`src/rtl/state_sequencer.sv`:
```
// state_sequencer: plays a programmed list of 8-bit states from an 8-entry
// pattern memory onto state_out, holding each one for (hold_sel+1) time units.
module state_sequencer #(
  parameter int unsigned CYCLES_PER_UNIT = 10000,
  parameter int unsigned PRE_W           = 14
) (
  input  logic       clk,
  input  logic       rst_n,
  input  logic       ena,
  input  logic       wr_en,
  input  logic [2:0] wr_addr,
  input  logic [7:0] wr_data,
  input  logic [2:0] seq_len,
  input  logic [3:0] hold_sel,
  input  logic       loop,
  input  logic       start,
  input  logic       stop,
  output logic [7:0] state_out,
  output logic       step_stb,
  output logic [2:0] step_idx,
  output logic       busy,
  output logic       done
);

  localparam logic [PRE_W-1:0] PRE_RELOAD = PRE_W'(CYCLES_PER_UNIT - 1);

  typedef enum logic [1:0] {
    S_IDLE = 2'd0,
    S_HOLD = 2'd1,
    S_DONE = 2'd2
  } state_e;

  state_e           fsm_q,   fsm_d;
  logic [PRE_W-1:0] pre_q,   pre_d;
  logic [3:0]       unit_q,  unit_d;
  logic [2:0]       len_q,   len_d;
  logic [3:0]       hsel_q,  hsel_d;
  logic             loop_q,  loop_d;
  logic [7:0]       out_q,   out_d;
  logic [2:0]       idx_q,   idx_d;
  logic             stb_q,   stb_d;
  logic             busy_q,  busy_d;
  logic             done_q,  done_d;

  logic [7:0]       mem_q [8];
  logic             mem_we;
  logic             step_end;
  logic [2:0]       idx_nxt;

  assign step_end = (pre_q == '0) && (unit_q == '0);
  assign idx_nxt  = idx_q + 3'd1;

  always_comb begin
    fsm_d   = fsm_q;
    pre_d   = pre_q;
    unit_d  = unit_q;
    len_d   = len_q;
    hsel_d  = hsel_q;
    loop_d  = loop_q;
    out_d   = out_q;
    idx_d   = idx_q;
    busy_d  = busy_q;
    stb_d   = 1'b0;
    done_d  = 1'b0;
    mem_we  = 1'b0;

    unique case (fsm_q)
      S_IDLE: begin
        busy_d = 1'b0;
        mem_we = wr_en;
        if (start && ena && !stop) begin
          len_d  = seq_len;
          hsel_d = hold_sel;
          loop_d = loop;
          idx_d  = '0;
          out_d  = mem_q[0];
          stb_d  = 1'b1;
          pre_d  = PRE_RELOAD;
          unit_d = hold_sel;
          busy_d = 1'b1;
          fsm_d  = S_HOLD;
        end
      end

      S_HOLD: begin
        // stop wins over a step end landing on the same edge
        if (stop) begin
          busy_d = 1'b0;
          fsm_d  = S_IDLE;
        end else if (ena) begin
          if (step_end) begin
            if (idx_q < len_q) begin
              idx_d  = idx_nxt;
              out_d  = mem_q[idx_nxt];
              stb_d  = 1'b1;
              pre_d  = PRE_RELOAD;
              unit_d = hsel_q;
            end else if (loop_q) begin
              idx_d  = '0;
              out_d  = mem_q[0];
              stb_d  = 1'b1;
              pre_d  = PRE_RELOAD;
              unit_d = hsel_q;
            end else begin
              busy_d = 1'b0;
              done_d = 1'b1;
              fsm_d  = S_DONE;
            end
          end else if (pre_q == '0) begin
            pre_d  = PRE_RELOAD;
            unit_d = unit_q - 4'd1;
          end else begin
            pre_d  = pre_q - 1'b1;
          end
        end
      end

      S_DONE: begin
        busy_d = 1'b0;
        fsm_d  = S_IDLE;
      end

      default: begin
        busy_d = 1'b0;
        fsm_d  = S_IDLE;
      end
    endcase
  end

  always_ff @(posedge clk or negedge rst_n) begin
    if (!rst_n) begin
      fsm_q  <= S_IDLE;
      pre_q  <= '0;
      unit_q <= '0;
      len_q  <= '0;
      hsel_q <= '0;
      loop_q <= 1'b0;
      out_q  <= '0;
      idx_q  <= '0;
      stb_q  <= 1'b0;
      busy_q <= 1'b0;
      done_q <= 1'b0;
    end else begin
      fsm_q  <= fsm_d;
      pre_q  <= pre_d;
      unit_q <= unit_d;
      len_q  <= len_d;
      hsel_q <= hsel_d;
      loop_q <= loop_d;
      out_q  <= out_d;
      idx_q  <= idx_d;
      stb_q  <= stb_d;
      busy_q <= busy_d;
      done_q <= done_d;
    end
  end

  // pattern memory has no reset; writes only land while idle
  always_ff @(posedge clk) begin
    if (mem_we) begin
      mem_q[wr_addr] <= wr_data;
    end
  end

  assign state_out = out_q;
  assign step_stb  = stb_q;
  assign step_idx  = idx_q;
  assign busy      = busy_q;
  assign done      = done_q;

endmodule
```
`config.mk`:
```
export PLATFORM = sky130hd
export DESIGN_NAME = state_sequencer
export DESIGN_NICKNAME = d
export VERILOG_FILES = /design/src/rtl/state_sequencer.sv
export SDC_FILE = /design/constraint.sdc
export NUM_CORES = 1
export LEC_CHECK = 0
export CORE_UTILIZATION = 52
export DETAILED_ROUTE_END_ITERATION = 10
export PLACE_DENSITY = 0.77
export SLEW_MARGIN = 25
export SYNTH_ARGS = -nofsm -noshare
export SYNTH_HDL_FRONTEND = slang
export SYNTH_SLANG_ARGS = --single-unit
```
`constraint.sdc`:
```
create_clock -name clk -period 2.6 [get_ports clk]
set_input_delay 0.52 -clock clk [delete_from_list [all_inputs] [get_ports clk]]
set_output_delay 0.52 -clock clk [all_outputs]
set_load 0.1 [all_outputs]
```
==> out/qor.yml <==
floorplan:
  start_util_pct: 54.2
  core_sq_um: 8850
  die_w_microns: 98.1
  pin_count: 39
  fp.dieH_microns: 98.1
  die_area_sq_um: 9620
  row_count: 34
drt:
  wire_per_inst_microns: 17.7
  vias: 3078
  wl_microns: 9360
  dr.first_iter.drc_count: 152
  drc_errors: 2
  drt_pass1_iterations: 7
  ant_nets: 0
  vias_per_cell: 5.82
pwr:
  p_leak_nw: 2.12
  p_seq_share_pct: 47.9
  p_per_area_nw_per_um2: 752
  p_sw_mw: 1.50
  vdd_drop_max_mv: 0.309
  power.internal_mw: 2.73
  clock_power_share_pct: 23.1
  p_comb_share_pct: 29.1
  swShare_pct: 35.4
sta:
  tightest_slew_ns: 0.722
  tns_ns: 0
  setup_viol: 0
  drv_slew: 0
  fin_skew_ns: 0.00959
  rsz0062_at_grt: "false"
  fin_ws_ns: 0.0959
  timing.final.crit_share_pct: 96.3
  period_minus_slack_ns: 2.50
  max_freq_mhz: 399
  slew_headroom_pct: 51.9
  timing_hold_violations_final: 0
setup_path:
  max_stage_delay_ns: 0.52
  cp_cell_sequence: "inv_1 -> ha_1 -> inv_1 -> or3_2 -> or4_4 -> o21ai_4 -> buf_12 -> mux2_2"
  required_ns: 2.85
  cp-start-kind: "register"
  crit_arrival_ns: 2.75
  cp-startpoint: "unit_q[0]"
  path_max_fanout: 12
  cp-end-kind: "register"
  crit_top_cell: "inv_1"
  ff2ff_setup_slack_ns: 0.1
  r2r_cells: 8
  crit_type: "register to register"
  r2r-start: "unit_q[0]"
  cp_slowest_cell: "or4_4"
  endpoint: "step_idx[1]"
  r2r-end: "step_idx[1]"
cts:
  cts.sinks: 106
  cts_hold_buffers: 0
  clk_pin_slew_worst_paths_ns: 0.10
  cts_made_buffers: 9
  h-tree-depth: 3
  cts_tree: "built"
  clk_path_buf_depth: 2
  clkLatencyLatePin_ns: 0.36
  root_buffer: "clkbuf_8"
global_routing:
  grt_pass1_vias: 3154
  grt_max_degree: 43
  gr-total-overflow: 0
  antenna_found_initial: 0
  grt_use_total_pct: 21.0
  grt_pass1_wl_microns: 15700
synthesis:
  synth-seq-area-share_pct: 61.9
  synth.top_cells.by_count: "64 x edfxtp_1, 42 x dfrtp_1, 41 x nand2_1"
  synth-edff-count: 64
  yosysMostFrequentCell: "edfxtp_1"
  avgSynthCellArea_sq_um: 13.6
  synth_top_area_cell: "edfxtp_1"
  syn_area_sq_um: 4800
  synth_top_area_share_pct: 40.0
  synth_ff_type: "edfxtp_1"
  ys_async_sr_fraction_pct: 39.6
  yosysWarnings: 0
  synth.distinct_cells: 57
  syn-num-nets: 382
  synth_seq_cells: 106
  yosys-top-cells-area: "edfxtp_1 40%, dfrtp_1 22%, mux4_2 7.5%, nand2_1 3.2%, o21ai_0 2.4%"
  synth_cells: 352
finish:
  drive_gt1_share_pct: 24.9
  fin_util_pct: 63.5
  seq_area_sq_um: 2980
  nets: 446
  diodes: 0
  fillers: 665
  area_growth_pct: 17.1
  multi_input_area_sq_um: 1710
job:
  maxCapViolations: 0
place:
  place_congestion: 0.954
  dpl.hpwl_microns: 6680
  place_ws_ns: -0.0535
  port_buffers: 38
worst_hold_path:
  hold_class: "input pin to async pin"
run_status:
  violations: "design-rule violations"
  status: "complete, but fails checks"
==> power by group through the flow <==
| stage | clock, mW | combinational [mW] | sequential [mW] |
|---|---|---|---|
| floorplan | 0 | 0.536 | 2.42 |
| finish | 0.975 | 1.23 | 2.02 |
| detailed placement | 0 | 1.22 | 2.06 |
| global route | 1.06 | 1.32 | 2.04 |
| global placement | 0 | 1.19 | 2.06 |
| CTS | 1.00 | 1.22 | 2.03 |
==> how the worst min path moves through the flow <==
stage / slack, ns / to
3_5_place_dp: 0.47 / hsel_q[1]
5_1_grt: 0.02 / fsm_q[0]
4_1_cts: 0.31 / fsm_q[0]
6_report: 0.02 / fsm_q[0]
2_1_floorplan: 0.22 / busy
3_3_place_gp: 0.46 / hsel_q[2]
==> cells in the final DEF, fill, tap and decap left out, types with 2 or more instances in the layout <==
| cell | netlist | final |
|---|---|---|
| nand2_1 | 41 | 41 |
| inv_6 | 0 | 3 |
| o21a_1 | 3 | 3 |
| clkdlybuf4s50_1 | 0 | 23 |
| or3_1 | 3 | 3 |
| inv_1 | 10 | 10 |
| buf_12 | 1 | 2 |
| or3_2 | 2 | 2 |
| mux4_2 | 16 | 16 |
| or2b_2 | 2 | 2 |
| dfrtp_1 | 42 | 39 |
| nor3_1 | 11 | 11 |
| o41ai_1 | 3 | 3 |
| nand4_1 | 2 | 2 |
| nor4_1 | 2 | 2 |
| o31ai_1 | 5 | 5 |
| nor2_1 | 30 | 30 |
| o22ai_1 | 2 | 2 |
| a2bb2oi_1 | 2 | 2 |
| ha_1 | 5 | 5 |
| o22a_1 | 2 | 2 |
| nor4_4 | 2 | 2 |
| buf_4 | 1 | 41 |
| a21oi_1 | 11 | 11 |
| and3_1 | 2 | 2 |
| edfxtp_1 | 64 | 64 |
| mux2_4 | 7 | 7 |
| mux2_2 | 2 | 2 |
| nand2b_1 | 2 | 2 |
| clkbuf_8 | 0 | 9 |
| dfrtp_2 | 0 | 3 |
| or2_2 | 2 | 2 |
| nand3_1 | 5 | 5 |
| o21ai_0 | 23 | 23 |
| inv_8 | 0 | 2 |
| or4_1 | 2 | 2 |
| nor2b_1 | 4 | 4 |
| mux2i_1 | 9 | 9 |
==> critical path: cells and delay by family, from the launching register on <==
family | cells | cell delay, ns
AOI/OAI and AO/OA | 1 | 0.17
adders and majority gates | 1 | 0.20
buffers and inverters | 3 | 0.32
DFF | 1 | 0.41
muxes | 1 | 0.33
and+or+nand+nor | 2 | 0.97
==> what timing repair did <==
| action | 4_1_cts | 5_1_grt |
|---|---|---|
| buffers inserted | 0 | 2 |
| setup endpoints to repair | 0 | 1 |
| resized for setup | 0 | 0 |
==> routing by layer <==
metal | GRT usage [%] | up-vias | share of wire (%)
li1 | - | 1464 | -
met4 | 6.41 | 0 | 0.69
met5 | 0 | - | 0
met3 | 3.22 | 8 | 4.1
met2 | 36.7 | 79 | 52
met1 | 27.0 | 1527 | 43
==> through the flow <==
stage | instances | total power [mW] | hold slack, ns | area (sq um)
after floorplan | 352 | 2.96 | 0.224 | 4800
after global placement | 510 | 3.25 | 0.463 | 5400
after detailed placement | 510 | 3.28 | 0.466 | 5400
after CTS | 526 | 4.25 | 0.308 | 5590
after global routing | 529 | 4.41 | 0.0194 | 5620
final | 529 | 4.23 | 0.0209 | 5620
==> sequential cells by signal, indices dropped and copies added, names as in the netlist <==
register	flops
busy	1
done	1
fsm_q	2
hsel_q	4
len_q	3
loop_q	1
mem_q	64
pre_q	14
state_out	8
step_idx	3
step_stb	1
unit_q	4
==> kinds of logic after synthesis <==
kind of cell / count (synthesis) / share of synthesized area (%)
adder cells (fa/ha/maj): 5 / 1.30
AND/OR/NAND/NOR: 121 / 13.4
buffers and inverters: 24 / 2.53
flip-flops: 106 / 61.9
multiplexers: 34 / 12.0
AO/OA/AOI/OAI: 62 / 8.76
==> area by class of cell <==
type / instances / share of cell area (%)
clock buffers: 10 / 2.27
inverters: 10 / 0.668
clock inverters: 6 / 1.00
well taps: 108 / 2.40
repair buffers: 67 / 10.4
flip-flops and latches: 106 / 52.9
multi-input cells: 222 / 30.3
Power figures use the tool's default switching activity.
